### src/rtl/mode_pkg.sv
// Shared types and constants for the mode selector / mode detector pair.
package mode_pkg;

  typedef enum logic [1:0] {
    MODE_ZERO  = 2'd0,
    MODE_COUNT = 2'd1,
    MODE_TWO   = 2'd2,
    MODE_THREE = 2'd3
  } mode_e;

  // The low two bits line up with mode_e so a classification maps directly onto a mode.
  typedef enum logic [2:0] {
    CLS_ZERO    = 3'd0,
    CLS_COUNT   = 3'd1,
    CLS_TWO     = 3'd2,
    CLS_THREE   = 3'd3,
    CLS_INVALID = 3'd4
  } cls_e;

  typedef enum logic [1:0] {
    IDLE = 2'd0,
    ACQ  = 2'd1,
    LOCK = 2'd2,
    HOLD = 2'd3
  } state_e;

  localparam int VAL_ZERO  = 0;
  localparam int VAL_TWO   = 2;
  localparam int VAL_THREE = 3;

  function automatic cls_e mode_to_cls(input mode_e m);
    return cls_e'({1'b0, m});
  endfunction

endpackage

### src/rtl/mode_classifier.sv
// Classifies one observed word against the previous one into the mode that could have produced it.
module mode_classifier
  import mode_pkg::*;
#(
  parameter int DATA_W = 8
) (
  input  logic [DATA_W-1:0] data_in,
  input  logic [DATA_W-1:0] prev,
  output cls_e              cls
);

  logic [DATA_W-1:0] prev_inc;

  assign prev_inc = prev + DATA_W'(1);

  always_comb begin
    // NOTE: a default on entry keeps every path assigned, so no latch is inferred.
    cls = CLS_INVALID;
    if (data_in == prev_inc) begin
      cls = CLS_COUNT;
    end else if (data_in == prev) begin
      if (data_in == DATA_W'(VAL_ZERO))       cls = CLS_ZERO;
      else if (data_in == DATA_W'(VAL_TWO))   cls = CLS_TWO;
      else if (data_in == DATA_W'(VAL_THREE)) cls = CLS_THREE;
    end
  end

endmodule

### src/rtl/mode_detector.sv
// Recovers the selector mode from its data stream with lock/loss hysteresis and an error counter.
module mode_detector
  import mode_pkg::*;
#(
  parameter int DATA_W   = 8,
  parameter int LOCK_CNT = 4,
  parameter int LOSS_CNT = 3
) (
  input  logic              clk,
  input  logic              xrst,
  input  logic [DATA_W-1:0] data_in,
  input  logic              data_valid,
  output mode_e             mode_out,
  output logic              locked,
  output logic              mode_change,
  output logic [7:0]        err_cnt
);

  localparam int RUN_W  = $clog2(LOCK_CNT + 1);
  localparam int MISS_W = $clog2(LOSS_CNT + 1);

  state_e            state;
  logic [DATA_W-1:0] prev;
  cls_e              cand;
  cls_e              cls;
  logic [RUN_W-1:0]  run;
  logic [MISS_W-1:0] miss;

  logic [RUN_W-1:0]  acq_run;
  logic              acq_lock;
  logic [MISS_W-1:0] miss_inc;
  logic              miss_lost;
  logic              cls_match;
  logic [7:0]        err_inc;

  mode_classifier #(.DATA_W(DATA_W)) u_classifier (
    .data_in (data_in),
    .prev    (prev),
    .cls     (cls)
  );

  // Next run length in ACQ: extend a matching candidate, otherwise restart on the new class.
  assign acq_run   = (cls == cand) ? run + RUN_W'(1) : RUN_W'(1);
  assign acq_lock  = (cls != CLS_INVALID) && (acq_run == RUN_W'(LOCK_CNT));
  assign miss_inc  = miss + MISS_W'(1);
  assign miss_lost = (miss_inc == MISS_W'(LOSS_CNT));
  assign cls_match = (cls == mode_to_cls(mode_out));
  assign err_inc   = (err_cnt == 8'hFF) ? err_cnt : err_cnt + 8'd1;

  always_ff @(posedge clk or negedge xrst) begin
    if (!xrst) begin
      state       <= IDLE;
      prev        <= '0;
      cand        <= CLS_ZERO;
      run         <= '0;
      miss        <= '0;
      mode_out    <= MODE_ZERO;
      locked      <= 1'b0;
      mode_change <= 1'b0;
      err_cnt     <= '0;
    end else begin
      // NOTE: non-blocking default first; the lock branch below overrides it for one cycle.
      mode_change <= 1'b0;
      if (data_valid) begin
        prev <= data_in;
        unique case (state)
          IDLE: begin
            state <= ACQ;
            run   <= '0;
          end
          ACQ: begin
            if (cls == CLS_INVALID) begin
              run <= '0;
            end else begin
              cand <= cls;
              run  <= acq_run;
              if (acq_lock) begin
                state       <= LOCK;
                mode_out    <= mode_e'(cls[1:0]);
                locked      <= 1'b1;
                mode_change <= 1'b1;
              end
            end
          end
          LOCK: begin
            if (!cls_match) begin
              err_cnt <= err_inc;
              if (LOSS_CNT == 1) begin
                state  <= ACQ;
                locked <= 1'b0;
                cand   <= cls;
                run    <= RUN_W'(cls != CLS_INVALID);
              end else begin
                state <= HOLD;
                miss  <= MISS_W'(1);
              end
            end
          end
          HOLD: begin
            if (cls_match) begin
              state <= LOCK;
              miss  <= '0;
            end else begin
              miss    <= miss_inc;
              err_cnt <= err_inc;
              if (miss_lost) begin
                state  <= ACQ;
                locked <= 1'b0;
                miss   <= '0;
                cand   <= cls;
                run    <= RUN_W'(cls != CLS_INVALID);
              end
            end
          end
          default: state <= IDLE;
        endcase
      end
    end
  end

endmodule

### config.mk
export PLATFORM = sky130hd
export DESIGN_NAME = mode_detector
export DESIGN_NICKNAME = d
export VERILOG_FILES = /design/src/rtl/mode_pkg.sv /design/src/rtl/mode_classifier.sv /design/src/rtl/mode_detector.sv
export SDC_FILE = /design/constraint.sdc
export NUM_CORES = 1
export LEC_CHECK = 0
export ABC_AREA = 0
export CAP_MARGIN = 10
export CORE_MARGIN = 10
export CORE_UTILIZATION = 50
export DETAILED_ROUTE_END_ITERATION = 16
export PLACE_DENSITY = 0.73
export SYNTH_ARGS = -nofsm -noshare
export SYNTH_HDL_FRONTEND = slang
export SYNTH_SLANG_ARGS = --single-unit
### constraint.sdc
create_clock -name clk -period 5.9 [get_ports clk]
set_input_delay 1.475 -clock clk [delete_from_list [all_inputs] [get_ports clk]]
set_output_delay 1.475 -clock clk [all_outputs]
set_load 0.005 [all_outputs]
# Word-level counts from Yosys, hierarchy flattened
# Index checks and enable logic that the tools add are counted.
# W data, S select, Z words.
classes:
  addsub: 4
  eq_ne: 20
  mux: 33
  bitwise_logic: 3
  n_reduce_logical: 14
ops:
  columns: ["op", "count"]
  rows:
  - ["$mux W3", 12]
  - ["$add A8 B1 Y8 const B", 2]
  - ["$eq A8 B2 Y1 const B", 2]
  - ["$eq A8 B8 Y1", 2]
  - ["$mux W2", 8]
  - ["$reduce_and A4 Y1", 3]
  - ["$ne A2 B2 Y1 const B", 5]
  - ["$reduce_and A5 Y1", 2]
  - ["$pmux W3 S3", 1]
  - ["$eq A8 B8 Y1 const B", 1]
  - ["$logic_not A8 Y1", 1]
  - ["$mux W1", 8]
  - ["$pmux W2 S4", 1]
  - ["$eq A2 B2 Y1 const B", 3]
  - ["$eq A3 B3 Y1 const B", 2]
  - ["$ne A3 B3 Y1 const B", 2]
  - ["$pmux W3 S2", 1]
  - ["$reduce_and A6 Y1", 1]
  - ["$pmux W2 S2", 1]
  - ["$reduce_bool A2 Y1", 2]
  - ["$add A3 B1 Y3 const B", 1]
  - ["$eq A3 B2 Y1", 1]
  - ["$eq A3 B3 Y1", 1]
  - ["$not A1 Y1", 3]
  - ["8 further kinds", 8]
totals:
  register_bits: 30
  inputBits: 11
  wordCells: 83

# Depth between registers and ports, before layout
# Gate-level depths: netlist of run 1.
logic_depth:
  word_depth: 14
  depth_mapped: 11
  ltp_nobuf: 9

# By module
# A second synthesis of run 1 with hierarchy kept.
hier_totals:
  cells_unflattened: 173
  area_unflattened_um2: 1860.5
modules_own_cells:
  columns: ["module", "n_inst", "cells_each", "area_per_inst_um2"]
  rows:
  - ["mode_detector", 1, 127, 1507.7]
  - ["mode_classifier", 1, 46, 352.8]

# Least setup slack after synthesis of run 1
# OpenSTA, ideal clock, no wires.
synth_path:
  path_kind: "in2reg"
  start: "input data_in[1]"
  end: "register mode_out[0]"
  arrival_time_ns: 3.271
  required_ns: 5.775
  path_slack_ns: 2.504
  cell_stages: 9
  path_buffers: 2
  cell_sequence: "buf_6 xor2_1 or3_1 a21oi_1 a31oi_1 or4_4 buf_6 nor2_4 mux2_4"
synth_between:
  elab_chain_cells: 11
synth_rtl:
  columns: ["element", "line_no", "rtl"]
  rows:
  - ["start: declaration", "mode_detector.sv:11", "input logic [DATA_W-1:0] data_in,"]
  - ["$eq A8 B2 Y1", "mode_classifier.sv:24", "else if (data_in == DATA_W'(VAL_THREE)) cls = CLS_THREE;"]
  - ["$mux W3", "mode_classifier.sv:24", null]
  - ["$mux W3", "mode_classifier.sv:23", "else if (data_in == DATA_W'(VAL_TWO)) cls = CLS_TWO;"]
  - ["$mux W3", "mode_classifier.sv:22", "if (data_in == DATA_W'(VAL_ZERO)) cls = CLS_ZERO;"]
  - ["$mux W3", "mode_classifier.sv:21", "end else if (data_in == prev) begin"]
  - ["$mux W3 *", "mode_classifier.sv:19", "if (data_in == prev_inc) begin"]
  - ["$eq A3 B3 Y1", "mode_detector.sv:43", "assign acq_run = (cls == cand) ? run + RUN_W'(1) : RUN_W'(1);"]
  - ["$mux W3", "mode_detector.sv:43", null]
  - ["$eq A3 B3 Y1", "mode_detector.sv:44", "assign acq_lock = (cls != CLS_INVALID) && (acq_run == RUN_W'(LOCK_CNT));"]
  - ["$logic_and A1 B1 Y1", "mode_detector.sv:44", null]
  - ["$reduce_and A4 Y1 (no source line)", null, null]
  - ["end signal: assignment", "mode_detector.sv:79", "mode_out <= mode_e'(cls[1:0]);"]
  - ["end: declaration", "mode_detector.sv:13", "output mode_e mode_out,"]
# Every way passes the cells marked *; elsewhere a longest branch is shown, timed or not.
# A chain may end at the register's enable or synchronous reset.

# Worst setup path in the final report of run 1
layout_path:
  start: "input data_in[6]"
  end: "register err_cnt[1]"
layout_between:
  elab_chain_cells: 9
layout_rtl:
  columns: ["element", "line_no", "rtl"]
  rows:
  - ["$eq A8 B2 Y1", "mode_classifier.sv:24", null]
  - ["$mux W3", "mode_classifier.sv:24", null]
  - ["$mux W3", "mode_classifier.sv:23", null]
  - ["$mux W3", "mode_classifier.sv:22", null]
  - ["$mux W3", "mode_classifier.sv:21", null]
  - ["$mux W3 *", "mode_classifier.sv:19", null]
  - ["$eq A3 B2 Y1 *", "mode_detector.sv:47", "assign cls_match = (cls == mode_to_cls(mode_out));"]
  - ["$not A1 Y1 (no source line) *", null, null]
  - ["$reduce_and A4 Y1 (no source line) *", null, null]
  - ["end signal: assignment", "mode_detector.sv:87", "err_cnt <= err_inc;"]
  - ["end signal: assignment", "mode_detector.sv:105", "err_cnt <= err_inc;"]
  - ["end: declaration", "mode_detector.sv:16", "output logic [7:0] err_cnt"]
# Marks and branches as above.

==> results.cfg, run 1 <==
[die]
core-area_sq_um = 3606
initial_utilization_pct = 51.28
ios = 23
num_rows = 22
fp.dieH_um = 80.82
die_x_um = 80.82
die_area_sq_um = 6531

[synthesis]
synth.most_common_cell = dfrtp_1
syn_inst = 174
synthXorXnorAreaFrac_pct = 8.999
yosys-top-cells-count = dfrtp_1 (30), mux2_2 (12), xor2_1 (10)
synth_top_area_share_pct = 40.60
ys_warn_count = 0
yosys.area_share.adder_pct = 2.030
synth_edf_count = 0
ys_ff_latch = 30
synth_area_leaders = dfrtp_1 (41%), mux2_2 (7.3%), xor2_1 (4.7%)
yosys.area.top_type = dfrtp_1
netlist_area_sq_um = 1849
synth_seq_area_share_pct = 40.60
synth_top_family_by_area = simple AND/OR/NAND/NOR gates
postSynth.asyncResetShare_pct = 100.0
ys_types = 56
synthFlopType = dfrtp_1
muxShareOfSynthArea_pct = 10.69
synth_nets = 188
syn_area_per_cell_sq_um = 10.63
yosys.area_share.simple_pct = 19.42
synth_compound_area_share_pct = 13.94

[cells_and_area]
syn_to_final_growth_pct = 17.19
fin_nets = 211
antenna_cells = 0
fin_util_pct = 60.10
layout-drive-gt1-share_pct = 17.17

[cts]
cts_resized = 0
cts_hold_buf = 0
clk_pin_slew_ns = 0.06
clkSinkCount = 30
cts_setup_buffers = 0
h-tree-depth = 2
clockBufferDepth = 2
cts_buffers = 5
tritoncts = built
clk-insertion-delay-late_ns = 0.29
clockRootBuffer = clkbuf_8

[sta]
drv_slew = 0
worst_pin_slew_ns = 0.8747
final-setup-viol-count = 0
fin_setup_tns_ns = 0
relSlewSlack_pct = 40.95
fin_crit_sh_pct = 67.79
fin_skew_ns = 0.003927
hold_ws_ns = 0.4974
fmax_ghz = 0.2500
hold_viol_final = 0
fin_ws_ns = 1.900
rsz0062_at_grt = no
min_period_ns = 4.000

[grt]
track_usage_pct = 13.57
grt-ovfl-total = 0
grt_max_degree = 31
first_global_vias = 1487
grt_pass1_wl_mm = 6.975
antenna_found_initial = 0

[critical_path]
cp_cell_sequence = clkdlybuf4s50_1 -> nor4_1 -> nand4_1 -> a2111oi_0 -> o21a_1 -> nor2_1 -> mux2_1
crit_arrival_ns = 4.17
cp_num_buf_inv = 1
path_max_fanout = 13
start_kind = input pin
slowest_delay_ns = 0.64
endpoint_kind = flop
cp_slowest_cell = a2111oi_0
crit_type = in2reg
crit_family = compound AO/OA/AOI/OAI gates
crit_required_ns = 6.07

[routing]
post-route-drc-count = 0
detail-route-antenna-nets = 0
routed_wl_mm = 4.078
firstDrtPassIters = 4
via_per_inst = 5.866
wl_per_cell_um = 16.58
num_vias = 1443
dr.first_iter.drc_count = 160

[place]
detailed_place_hpwl_mm = 2.907
pre_cts_slack_ns = 1.639
gp_congestion = 0.8030
io_buffer_count = 22

[run]
cap_violations = 0

[min_path]
hold_class = reg2reg

[pwr]
leakage_nw = 0.9304
cellPowerDensity_nw_per_um2 = 210.0
irDropWorstVdd_mv = 0.1188

[run_status]
status = completed
==> final timing paths <==
check / startpoint / end / slack, ns / cells after the start
setup / recovery: data_in[6] / err_cnt[1]$_DFFE_PN0P_ / 1.90 / 7
hold / removal: run[1]$_DFFE_PN0P_ / run[1]$_DFFE_PN0P_ / 0.50 / 1
setup reg to reg: prev[1]$_DFFE_PN0P_ / cand[1]$_DFFE_PN0P_ / 2.91 / 9
hold reg to reg: run[1]$_DFFE_PN0P_ / run[1]$_DFFE_PN0P_ / 0.50 / 1
max in group asynchronous: xrst / err_cnt[1]$_DFFE_PN0P_ / 4.04 / 2
min in group asynchronous: xrst / prev[1]$_DFFE_PN0P_ / 1.58 / 2
==> area by class of cell <==
| cell class | count | area (sq um) |
|---|---|---|
| multi-input cells | 132 | 1018 |
| clock inverters | 1 | 5.005 |
| inverters | 5 | 18.77 |
| well taps | 48 | 60.06 |
| clock buffers | 7 | 86.33 |
| flip-flops and latches | 30 | 750.7 |
| repair buffers | 23 | 227.7 |
| fillers | 309 | 1439 |
==> report_power, final <==
group	internal, mW	switching [mW]	total (mW)	leakage (nW)
clock network	0.0939	0.0785	0.172	0.0482
registers	0.213	0.0118	0.225	0.395
logic	0.0282	0.0295	0.0577	0.487
total	0.335	0.120	0.455	0.930
==> per-stage QoR <==
stage	power, mW	instance area (sq um)	std cells
5_1_grt	0.4742	2167	246
2_1_floorplan	0.2660	1849	174
4_1_cts	0.4605	2167	246
6_report	0.4550	2167	246
3_5_place_dp	0.2850	2076	238
3_3_place_gp	0.2823	2076	238
==> per-layer routing <==
metal  global-route usage [%]  vias to the layer above  wire length (um)
li1                         -                      697                 -
met1                    15.58                      703              1736
met2                    21.02                       33              1962
met3                    5.408                       10               287
met4                    7.958                        0                91
met5                        0                        -                 0
==> placed cells by master (no fill, tap or decap), types with 6 or more instances in the layout <==
cell	count
clkdlybuf4s50_1	22
mux2_2	12
xnor2_1	9
nor2_1	6
xor2_1	10
clkbuf_8	6
dfrtp_1	30
nand2_1	9
nor4_1	6
nand4_1	6
==> state kept, by name, summed over array words and instances, names as in the netlist <==
register     flops
err_cnt          8
prev             8
cand             3
run              3
miss             2
mode_out         2
state            2
locked           1
mode_change      1
==> kinds of logic after synthesis <==
logic type,after synthesis
muxes,17
buffers and inverters,12
adders and majority gates,3
DFF,30
AOI/OAI and AO/OA,36
xor gates and xnor gates,19
and+or+nand+nor,57
No activity file was read; power rests on OpenSTA's default activity.
==> inputs of run 2 (changes only) <==
==> constraint.sdc (replaced) <==
create_clock -name clk -period 4 [get_ports clk]
set_input_delay 1 -clock clk [delete_from_list [all_inputs] [get_ports clk]]
set_output_delay 1 -clock clk [all_outputs]
set_load 0.005 [all_outputs]
==> run 2 against run 1 <==
  * Non-clock buffer count increased by 2
  * Largest power group unchanged
  * Sequential cell count unchanged
  * Power increased by 47%
  * Clock skew increased by 0.0011 ns
  * Via count increased by 1.7%
  * Clock power increased by 47%
  * Wire length decreased by 0.15%
  * Clock-buffer cell count unchanged
  * Register-to-register slack got worse by 1.9 ns
  * Largest cell class unchanged
  * Sequential share of layout area decreased by 0.24 points
  * Critical endpoint unchanged
  * Critical path depth unchanged
==> results.cfg, run 2 (same netlist as run 1, synthesis figures left out) <==
[run_status]
status = completed

[grt]
track_usage_pct = 13.68
first_global_vias = 1551
antenna_found_initial = 0
grt_max_degree = 31
grt-ovfl-total = 0
grt_pass1_wl_mm = 7.210

[die]
die_x_um = 80.82
die_area_sq_um = 6531
core-area_sq_um = 3606
ios = 23
num_rows = 22
fp.dieH_um = 80.82
initial_utilization_pct = 51.28

[critical_path]
cp_cell_sequence = clkdlybuf4s50_1 -> nor4_1 -> nand4_1 -> a2111oi_0 -> o21a_1 -> nor2_1 -> mux2_1
worst-r2r-cell-count = 9
start_kind = input pin
r2r_end = mode_out[0]$_DFFE_PN0P_
crit_type = in2reg
crit_path_end = err_cnt[1]$_DFFE_PN0P_
endpoint_kind = flop
slowest_delay_ns = 0.66
reg2reg_slack_ns = 1.03
cp_slowest_cell = a2111oi_0
path_max_fanout = 9
crit_arrival_ns = 3.60
crit_required_ns = 4.16
r2r-start = prev[1]$_DFFE_PN0P_
cp-startpoint = data_in[6]

[sta]
fin_setup_tns_ns = 0
worst_pin_slew_ns = 0.8557
relSlewSlack_pct = 42.23
fin_crit_sh_pct = 85.96
fin_skew_ns = 0.005021
rsz0062_at_grt = no
drv_slew = 0
hold_viol_final = 0
min_period_ns = 3.439
fmax_ghz = 0.2908
final-setup-viol-count = 0

[min_path]
hold_start = run[1]$_DFFE_PN0P_
hold_class = reg2reg
hold_depth = 1

[routing]
top_layer = met4
post-route-drc-count = 0
routed_wl_mm = 4.072
met2WireLength_mm = 1.930
wl_met3_um = 308
dr.first_iter.drc_count = 108
via_per_inst = 5.919
wl_met1_mm = 1.784
wl_per_cell_um = 16.42
firstDrtPassIters = 5
num_vias = 1468
detail-route-antenna-nets = 0

[place]
dp_cells = 240
io_buffer_count = 22
place_area_sq_um = 2091
gp_congestion = 0.8377
detailed_place_hpwl_mm = 2.928

[cts]
clkSinkCount = 30
clk_pin_slew_ns = 0.06
h-tree-depth = 2
tritoncts = built
clockRootBuffer = clkbuf_8
cts_setup_buffers = 0
cts_buffers = 5
clockBufferDepth = 2
clk-insertion-delay-late_ns = 0.28
cts_hold_buf = 0
cts_resized = 0

[cells_and_area]
final_cell_mix = dfrtp_1 (30), clkdlybuf4s50_1 (22), mux2_2 (12)
final_common_cell = dfrtp_1
stdcell_count = 248
syn_to_final_growth_pct = 18.00
layout-drive-gt1-share_pct = 18.00
nFillCells = 331
fin_area_sq_um = 2182
reg_top3 = err_cnt: 8 flops, prev: 8 flops
fin_nets = 213
antenna_cells = 0

[run]
cap_violations = 0

[pwr]
cellPowerDensity_nw_per_um2 = 306.6
irDropWorstVdd_mv = 0.2270
leakage_nw = 0.9407
-- run 2: layer usage --
layer  track usage [%]  vias up
li1                  -      694
met1             16.44      717
met2             22.45       48
met3             4.746        9
met4             4.498        0
met5                 0        -
-- run 2: layout make-up --
cell class              count  area (sq um)  share of cell area, %
multi-input cells         132          1018                  46.67
flip-flops and latches     30         750.7                  34.40
repair buffers             25         242.7                  11.12
clock buffers               7         86.33                  3.956
well taps                  48         60.06                  2.752
inverters                   5         18.77                 0.8601
clock inverters             1         5.005                 0.2294
-- run 2: worst max-delay path, delay by kind of cell --
kind	cells	cell delay (ns)
compound gates	2	1.04
buf+inv	1	0.53
mux	1	0.35
simple gates	3	0.68
-- run 2: through the flow --
stage | power, mW | setup WS, ns | util [%] | hold slack, ns
floorplan | 0.3923 | 1.079 | - | 0.4537
global placement | 0.4170 | 0.4556 | 57.98 | 0.4690
detailed placement | 0.4211 | 0.3724 | 57.98 | 0.4932
CTS | 0.6752 | 0.6505 | 60.51 | 0.5056
global route | 0.7043 | 0.3926 | 60.51 | 0.5559
finish | 0.6691 | 0.5614 | 60.51 | 0.4998
-- run 2: worst min-delay path by stage --
stage	to	slack, ns
global placement	run[1]$_DFFE_PN0P_	0.47
detailed placement	run[1]$_DFFE_PN0P_	0.49
CTS	run[1]$_DFFE_PN0P_	0.51
finish	run[1]$_DFFE_PN0P_	0.50
floorplan	run[1]$_DFFE_PN0P_	0.45
global route	run[1]$_DFFE_PN0P_	0.56
-- run 2: where the power goes --
| part | total [mW] | leakage (nW) | internal, mW | switching [mW] |
|---|---|---|---|---|
| clock | 0.252 | 0.0482 | 0.139 | 0.113 |
| sequential | 0.332 | 0.395 | 0.314 | 0.0176 |
| combinational | 0.0855 | 0.497 | 0.0421 | 0.0434 |
==> inputs of run 3 (changes only) <==
--- a/config.mk
+++ b/config.mk
@@ -10,6 +10,7 @@
 export CORE_MARGIN = 10
 export CORE_UTILIZATION = 50
 export DETAILED_ROUTE_END_ITERATION = 16
+export GPL_ROUTABILITY_DRIVEN = 0
 export PLACE_DENSITY = 0.73
 export SYNTH_ARGS = -nofsm -noshare
 export SYNTH_HDL_FRONTEND = slang
==> constraint.sdc (replaced) <==
create_clock -name clk -period 4 [get_ports clk]
set_input_delay 0.8 -clock clk [delete_from_list [all_inputs] [get_ports clk]]
set_output_delay 0.8 -clock clk [all_outputs]
set_load 0.005 [all_outputs]
==> run 3 against run 2 <==
  * Worst hold slack lost 0.0050 ns
  * Clock-buffer cell count shrank 1
  * Worst setup slack gained 0.19 ns
  * Critical path type unchanged
  * Sequential share of layout area grew 0.26 points
  * Largest power group unchanged
  * Critical path depth grew 1
  * Clock power shrank 3%
  * Combinational power is essentially flat
  * Register-to-register slack is essentially flat
  * Critical endpoint unchanged
  * Cell count shrank 1.2%
  * Wire length shrank 2.6%
  * Highest routed layer unchanged
  * Largest cell class unchanged
  * Maximum frequency grew 5.9%
==> results.cfg, run 3 (same netlist as run 1, synthesis figures left out) <==
[run_status]
status = completed

[cells_and_area]
syn_to_final_growth_pct = 17.12
nFillCells = 321
fin_nets = 212
multi_input_area_sq_um = 1018
antenna_cells = 0
reg_top3 = err_cnt: 8 flops, prev: 8 flops
layout-drive-gt1-share_pct = 17.26
final_common_cell = dfrtp_1
final_cell_mix = dfrtp_1 (30), clkdlybuf4s50_1 (22), mux2_2 (12)
seq_area_sq_um = 750.7

[sta]
worst_pin_slew_ns = 0.8321
min_period_ns = 3.247
fin_skew_ns = 0.008552
relSlewSlack_pct = 43.83
fin_crit_sh_pct = 81.17
fmax_ghz = 0.3080
fin_setup_tns_ns = 0
hold_viol_final = 0
final-setup-viol-count = 0
rsz0062_at_grt = no
hold_ws_ns = 0.4948
drv_slew = 0

[grt]
track_usage_pct = 13.16
grt_pass1_wl_mm = 6.900
antenna_found_initial = 0
grt-ovfl-total = 0
grt_max_degree = 31
first_global_vias = 1530

[critical_path]
cp_num_cells = 8
worst-r2r-cell-count = 9
crit_type = in2reg
path_max_fanout = 13
crit_path_end = err_cnt[1]$_DFFE_PN0P_
crit_arrival_ns = 3.41
crit_required_ns = 4.17
slowest_delay_ns = 0.53
cp_num_buf_inv = 1
r2r-start = prev[1]$_DFFE_PN0P_
r2r_end = cand[1]$_DFFE_PN0P_
reg2reg_slack_ns = 1.04
endpoint_kind = flop
cp_cell_sequence = clkdlybuf4s50_1 -> nor4_1 -> nand4_1 -> nor2_2 -> mux2i_1 -> o21a_1 -> nor2_1 -> mux2_1
crit_family = simple AND/OR/NAND/NOR gates
start_kind = input pin
cp_slowest_cell = clkdlybuf4s50_1
cp-startpoint = data_in[6]

[place]
io_buffer_count = 22
detailed_place_hpwl_mm = 2.893

[cts]
cts_setup_buffers = 0
clk_pin_slew_ns = 0.06
cts_hold_buf = 0
clk-insertion-delay-late_ns = 0.29
clockRootBuffer = clkbuf_8
h-tree-depth = 2
clkSinkCount = 30
cts_buffers = 5
tritoncts = built
cts_resized = 0
clockBufferDepth = 2

[routing]
via_per_inst = 5.922
routed_wl_mm = 3.965
dr.first_iter.drc_count = 100
num_vias = 1451
detail-route-antenna-nets = 0
post-route-drc-count = 0
firstDrtPassIters = 4
wl_per_cell_um = 16.18

[min_path]
hold_class = reg2reg

[pwr]
cellPowerDensity_nw_per_um2 = 305.9
leakage_nw = 0.9301
irDropWorstVdd_mv = 0.2164

[run]
cap_violations = 0

[die]
core-area_sq_um = 3606
initial_utilization_pct = 51.28
die_area_sq_um = 6531
num_rows = 22
ios = 23
fp.dieH_um = 80.82
die_x_um = 80.82
## run 3: cell type report
| class | count | area share [%] |
|---|---|---|
| clock buffer | 6 | 3.813 |
| inverter | 5 | 0.8666 |
| multi-input combinational | 132 | 47.02 |
| sequential | 30 | 34.66 |
| tap | 48 | 2.773 |
| timing repair buffer | 24 | 10.86 |
## run 3: layer usage
metal / GRT usage [%] / vias up / part of all wire (%)
met4: 5.363 / 0 / 1.5
met3: 5.740 / 7 / 9.1
met2: 20.22 / 51 / 45
met1: 15.83 / 701 / 44
met5: 0 / - / 0
li1: - / 692 / -
## run 3: how the worst min path moves through the flow
stage,from,end,slack [ns],depth (start not counted)
global route,run[1]$_DFFE_PN0P_,run[1]$_DFFE_PN0P_,0.52,1
CTS,run[1]$_DFFE_PN0P_,run[1]$_DFFE_PN0P_,0.49,1
global placement,run[1]$_DFFE_PN0P_,run[1]$_DFFE_PN0P_,0.47,1
finish,run[1]$_DFFE_PN0P_,run[1]$_DFFE_PN0P_,0.49,1
floorplan,run[1]$_DFFE_PN0P_,run[1]$_DFFE_PN0P_,0.45,1
detailed placement,run[1]$_DFFE_PN0P_,run[1]$_DFFE_PN0P_,0.48,1
## run 3: power breakdown
group / leakage [nW] / switching, mW / internal, mW
combinational: 0.492 / 0.0433 / 0.0422
clock: 0.0431 / 0.113 / 0.132
sequential: 0.395 / 0.0174 / 0.314
total: 0.930 / 0.174 / 0.489
## run 3: stage by stage
step | area, sq um | power [mW] | setup slack [ns] | cells | util, %
after global routing | 2166 | 0.6871 | 0.4663 | 245 | 60.06
after global placement | 2083 | 0.4168 | 0.5543 | 239 | 57.77
after floorplan | 1849 | 0.3923 | 1.279 | 174 | -
after detailed placement | 2083 | 0.4214 | 0.4617 | 239 | 57.77
final | 2166 | 0.6626 | 0.7530 | 245 | 60.06
after CTS | 2166 | 0.6651 | 0.7631 | 245 | 60.06
